[src/rtl/hazard_pkg.sv]
// hazard_pkg: shared FSM encoding, forward-select constants and helpers for the hazard controller
package hazard_pkg;

  typedef enum logic {
    RUN      = 1'b0,
    MEM_WAIT = 1'b1
  } state_t;

  localparam logic [1:0] FWD_RF   = 2'b00;
  localparam logic [1:0] FWD_W    = 2'b01;
  localparam logic [1:0] FWD_M    = 2'b10;
  localparam logic [1:0] RES_LOAD = 2'b01;

  // M stage is younger than W, so its result takes precedence; x0 is never forwarded
  function automatic logic [1:0] fwd_sel(input logic [4:0] rs, input logic [4:0] rd_m,
                                         input logic [4:0] rd_w, input logic we_m,
                                         input logic we_w);
    return (we_m && rd_m != 5'd0 && rd_m == rs) ? FWD_M :
           (we_w && rd_w != 5'd0 && rd_w == rs) ? FWD_W : FWD_RF;
  endfunction

endpackage

[src/rtl/forwarding_unit.sv]
// forwarding_unit: combinational operand forward selects for both E-stage sources
import hazard_pkg::*;

module forwarding_unit (
  input  logic [4:0] Rs1E,
  input  logic [4:0] Rs2E,
  input  logic [4:0] RdM,
  input  logic [4:0] RdW,
  input  logic       RegWriteM,
  input  logic       RegWriteW,
  output logic [1:0] ForwardAE,
  output logic [1:0] ForwardBE
);

  assign ForwardAE = fwd_sel(Rs1E, RdM, RdW, RegWriteM, RegWriteW);
  assign ForwardBE = fwd_sel(Rs2E, RdM, RdW, RegWriteM, RegWriteW);

endmodule

[src/rtl/hazard_controller.sv]
// hazard_controller: stall/flush/forward sequencing for the 5-stage core; HAZARD_PERF_EN builds perf counters
import hazard_pkg::*;

module hazard_controller #(
  parameter int MEM_TIMEOUT = 15
) (
  input  logic        clk,
  input  logic        rst,
  input  logic [4:0]  Rs1D,
  input  logic [4:0]  Rs2D,
  input  logic [4:0]  Rs1E,
  input  logic [4:0]  Rs2E,
  input  logic [4:0]  RdE,
  input  logic [1:0]  ResultSrcE,
  input  logic        PCSrcE,
  input  logic        RegWriteM,
  input  logic        RegWriteW,
  input  logic [4:0]  RdM,
  input  logic [4:0]  RdW,
  input  logic        MemReqM,
  input  logic        MemReadyM,
  output logic        StallF,
  output logic        StallD,
  output logic        StallAll,
  output logic        FlushD,
  output logic        FlushE,
  output logic [1:0]  ForwardAE,
  output logic [1:0]  ForwardBE,
  output logic        MemErr,
  output logic [31:0] PerfStall,
  output logic [31:0] PerfFlush,
  output logic [31:0] PerfWait
);

  localparam logic [7:0] TMO = 8'(MEM_TIMEOUT);

  state_t     state, state_nxt;
  logic [7:0] cnt, cnt_nxt;
  logic       hold, timeout, lw_stall, run;
  logic [1:0] fwd_a, fwd_b;

  forwarding_unit u_fwd (
    .Rs1E      (Rs1E),
    .Rs2E      (Rs2E),
    .RdM       (RdM),
    .RdW       (RdW),
    .RegWriteM (RegWriteM),
    .RegWriteW (RegWriteW),
    .ForwardAE (fwd_a),
    .ForwardBE (fwd_b)
  );

  assign lw_stall = ResultSrcE == RES_LOAD && RdE != 5'd0 && (RdE == Rs1D || RdE == Rs2D);

  // Next state and freeze decision; a timeout releases the freeze even without MemReadyM
  always_comb begin
    state_nxt = state;
    cnt_nxt   = cnt;
    hold      = 1'b0;
    timeout   = 1'b0;
    if (state == RUN) begin
      if (MemReqM && !MemReadyM) begin
        hold      = 1'b1;
        cnt_nxt   = 8'd1;
        state_nxt = MEM_WAIT;
      end
    end else if (MemReadyM) begin
      state_nxt = RUN;
      cnt_nxt   = 8'd0;
    end else if (cnt >= TMO) begin
      timeout   = 1'b1;
      state_nxt = RUN;
      cnt_nxt   = 8'd0;
    end else begin
      hold    = 1'b1;
      cnt_nxt = cnt + 8'd1;
    end
  end

  // State, wait counter and sticky timeout flag
  always_ff @(posedge clk or negedge rst) begin
    if (!rst) begin
      state  <= RUN;
      cnt    <= 8'd0;
      MemErr <= 1'b0;
    end else begin
      state  <= state_nxt;
      cnt    <= cnt_nxt;
      MemErr <= MemErr | timeout;
    end
  end

  // While in reset the pipeline drains: flushes high, everything else quiet
  assign run       = rst & ~hold;
  assign StallAll  = rst & hold;
  assign StallF    = run & lw_stall;
  assign StallD    = run & lw_stall;
  assign FlushD    = ~rst | (run & PCSrcE);
  assign FlushE    = ~rst | (run & (PCSrcE | lw_stall));
  assign ForwardAE = rst ? fwd_a : FWD_RF;
  assign ForwardBE = rst ? fwd_b : FWD_RF;

`ifdef HAZARD_PERF_EN
  // Saturating event counters for load-use stalls, branch flushes and memory-wait cycles
  always_ff @(posedge clk or negedge rst) begin
    if (!rst) begin
      PerfStall <= 32'd0;
      PerfFlush <= 32'd0;
      PerfWait  <= 32'd0;
    end else begin
      PerfStall <= PerfStall + {31'd0, run & lw_stall & ~&PerfStall};
      PerfFlush <= PerfFlush + {31'd0, run & PCSrcE & ~&PerfFlush};
      PerfWait  <= PerfWait + {31'd0, hold & ~&PerfWait};
    end
  end
`else
  assign PerfStall = 32'd0;
  assign PerfFlush = 32'd0;
  assign PerfWait  = 32'd0;
`endif

endmodule

[config.mk]
export PLATFORM = sky130hd
export DESIGN_NAME = hazard_controller
export DESIGN_NICKNAME = d
export VERILOG_FILES = /design/src/rtl/hazard_pkg.sv /design/src/rtl/forwarding_unit.sv /design/src/rtl/hazard_controller.sv
export SDC_FILE = /design/constraint.sdc
export NUM_CORES = 1
export LEC_CHECK = 0
export CAP_MARGIN = 30
export CORE_MARGIN = 5
export CORE_UTILIZATION = 34
export CTS_BUF_LIST = sky130_fd_sc_hd__clkbuf_8 sky130_fd_sc_hd__clkbuf_16
export DETAILED_ROUTE_END_ITERATION = 8
export PLACE_DENSITY = 0.89
export SLEW_MARGIN = 40
export SYNTH_ARGS = -nofsm -noshare
export SYNTH_HDL_FRONTEND = slang
export SYNTH_SLANG_ARGS = --single-unit
[constraint.sdc]
create_clock -name clk -period 6.29 [get_ports clk]
set_input_delay 1.258 -clock clk [delete_from_list [all_inputs] [get_ports clk]]
set_output_delay 1.258 -clock clk [all_outputs]
set_load 0.1 [all_outputs]
==> impl_metrics.tcl <==
set metrics [dict create \
    outcome "complete, no violations" \
    cts_tree "yes" \
    setup_viol 0 \
    ys_ff_latch 10 \
    antenna_found_initial 0 \
    path_max_fanout 5 \
    layout.nets 297 \
    clk_transition_reported_paths_ns 0.05 \
    cp-start-kind "input pin" \
    final_common_cell "conb_1" \
    ios 150 \
    first_pass_iters 4 \
    seq_area_frac_synth_pct 15.6 \
    synth_cells 195 \
    syn2layout_area_growth_pct 15.6 \
    reg2reg_depth 4 \
    synth_xor_area_share_pct 16.3 \
    crit_chain "clkdlybuf4s50_1 -> nor2b_1 -> a32o_1 -> or4b_4 -> nor3b_2 -> buf_4" \
    detail-route-antenna-nets 0 \
    powerDensity_nw_per_um2 263 \
    irDropWorstVdd_mv 0.138 \
    final_cell_mix "conb_1 (96), clkdlybuf4s50_1 (43), xor2_1 (24)" \
    gp_routability_congestion 0.868 \
    antenna-diode-count 0 \
    htreeDepth 1 \
    wl_per_cell_um 10.7 \
    rsz0062_at_grt "false" \
    seq_area_um2 250 \
    die-area_um2 6210 \
    yosysWarnings 0 \
    tns_ns 0 \
    die_x_um 78.8 \
    synth_cell_types 31 \
    criticalPathCategory "input pin to output pin" \
    post_cts_buffers 0 \
    grt_pass1_vias 1125 \
    max_freq_mhz 223 \
    die_h_um 78.8 \
    rows 25 \
    wirelength_um 3270 \
    ctsHoldBuffers 0 \
    synth_top_area_cell "buf_4" \
    grt_use_total_pct 9.54 \
    period_share_pct 71.5 \
    core_region_area_um2 4660 \
    cts-root-buf "clkbuf_8" \
    synthAdderAreaFrac_pct 0.778 \
    synth_compound_gate_area_share_pct 5.44 \
    cts.sinks 10 \
    grt-ovfl-total 0 \
    hpwlAfterDp_um 3000 \
    synthesis.area_um2 1610 \
    grt_pass1_wl_um 4860 \
    holdPathStages 1 \
    synth_area_leaders "buf_4 (45%), dfrtp_1 (16%), xor2_1 (13%)" \
    power_mw 0.489 \
    hold_viol 0 \
    grt_max_degree 17 \
    setup_slack_ns 1.80 \
    vias 1172 \
    initial_core_util_pct 34.5 \
    yosys.area_share.simple_pct 15.5 \
    maxCapViolations 0 \
    synth_top_cell_area_share_pct 45.3 \
    maxSlewViolCount 0 \
    critical_path.endpoint_type "output pin" \
    worst_pin_slew_ns 0.531 \
    fin_skew_ns 0.000509 \
    port_buffers 53 \
    drc 0 \
    relSlewSlack_pct 64.3 \
    drive_gt1_share_pct 8.37 \
    synth_top_family_by_area "buffers and inverters" \
    clk_latency_ns 0.24 \
    cellLeakagePower_nw 0.952 \
    clockBufferDepth 2 \
    crit_slowest_cell "or4b_4" \
    post_cts_resize_count 0 \
    fillers 473 \
    avgSynthCellArea_um2 8.25 \
    drt_iter0_markers 21 \
    crit_required_ns 5.03 \
    multi_input_area_um2 972 \
    muxShareOfSynthArea_pct 0 \
    worstPathArrival_ns 3.24 \
    worstHoldPathType "register to register" \
    cts_made_buffers 3 \
    pre_cts_slack_ns 1.79 \
    timing.hold.ws_ns 0.459 \
    period_needed_ns 4.49 \
    slowest_delay_ns 0.53 \
    post_drt_via_cell_ratio 3.84 \
]
critical path, delay by kind of cell:
kind / cells / cell delay [ns]
compound gates: 1 / 0.31
simple gates: 3 / 0.83
buf+inv: 2 / 0.82
flip-flops by register name, summed over array words and instances, names as in the netlist:
signal / flops
cnt: 8
MemErr: 1
state: 1
cells in the mapped netlist:
master     n
and2_1     6
a22oi_1    2
a211o_2    1
nor3b_2    1
nor2b_1    1
conb_1     1
o21bai_1   1
a21oi_1    1
nand2_1    3
a21o_1     1
inv_1      4
ha_1       1
o21ai_0    4
nand3_2    1
and3b_1    1
xor2_1    24
or4b_4     1
and2_2     1
o21ai_1    1
nor2_1     5
or4_1      5
nand3_1    4
nand4_1    2
xnor2_1    6
dfrtp_1   10
o211ai_1   1
a32o_1     1
buf_4     97
nor4_1     4
nor3_1     3
nor4_2     1
layer usage:
metal	share of wire, %	GRT usage [%]	vias up
met5	0	0	-
met4	1.7	4.55	0
met3	13	1.81	7
met2	53	17.9	86
met1	32	10.1	522
li1	-	-	557
area by class of cell:
class	instances	share of cell area, %
repair buffers	54	26.9
well taps	54	3.63
inverters	4	0.807
clock buffers	4	2.96
flip-flops and latches	10	13.4
multi-input cells	179	52.3
logic make-up (layout without fill, tap and decap cells):
group                      count (synthesis)  in the layout
and+or+nand+nor                           39             39
other                                      1             96
AOI/OAI and AO/OA                         13             13
DFF                                       10             10
adders and majority gates                  1              1
xor gates and xnor gates                  30             30
buffers and inverters                    101             62
where the power goes:
group	leakage (nW)	internal [mW]	total (mW)	switching, mW
Sequential	0.135	0.0688	0.0727	0.00391
Combinational	0.788	0.0432	0.336	0.293
Clock	0.0288	0.0551	0.0808	0.0257
Total	0.952	0.167	0.489	0.322
metrics by stage:
stage | cells | instance area, um^2 | utilization, %
finish | 305 | 1860 | 39.9
global route | 305 | 1860 | 39.9
CTS | 305 | 1860 | 39.9
detailed placement | 301 | 1810 | 38.7
global placement | 301 | 1830 | 39.3
floorplan | 290 | 1970 | -
worst paths after layout:
kind / startpoint / to / slack (ns)
max: MemReadyM / StallF / 1.80
min: MemErr / MemErr / 0.46
max reg2reg: cnt[6] / cnt[3] / 4.79
min reg2reg: MemErr / MemErr / 0.46
max in group asynchronous: rst / cnt[6] / 4.78
min in group asynchronous: rst / cnt[4] / 1.34
(Power assumes the default switching activity.)
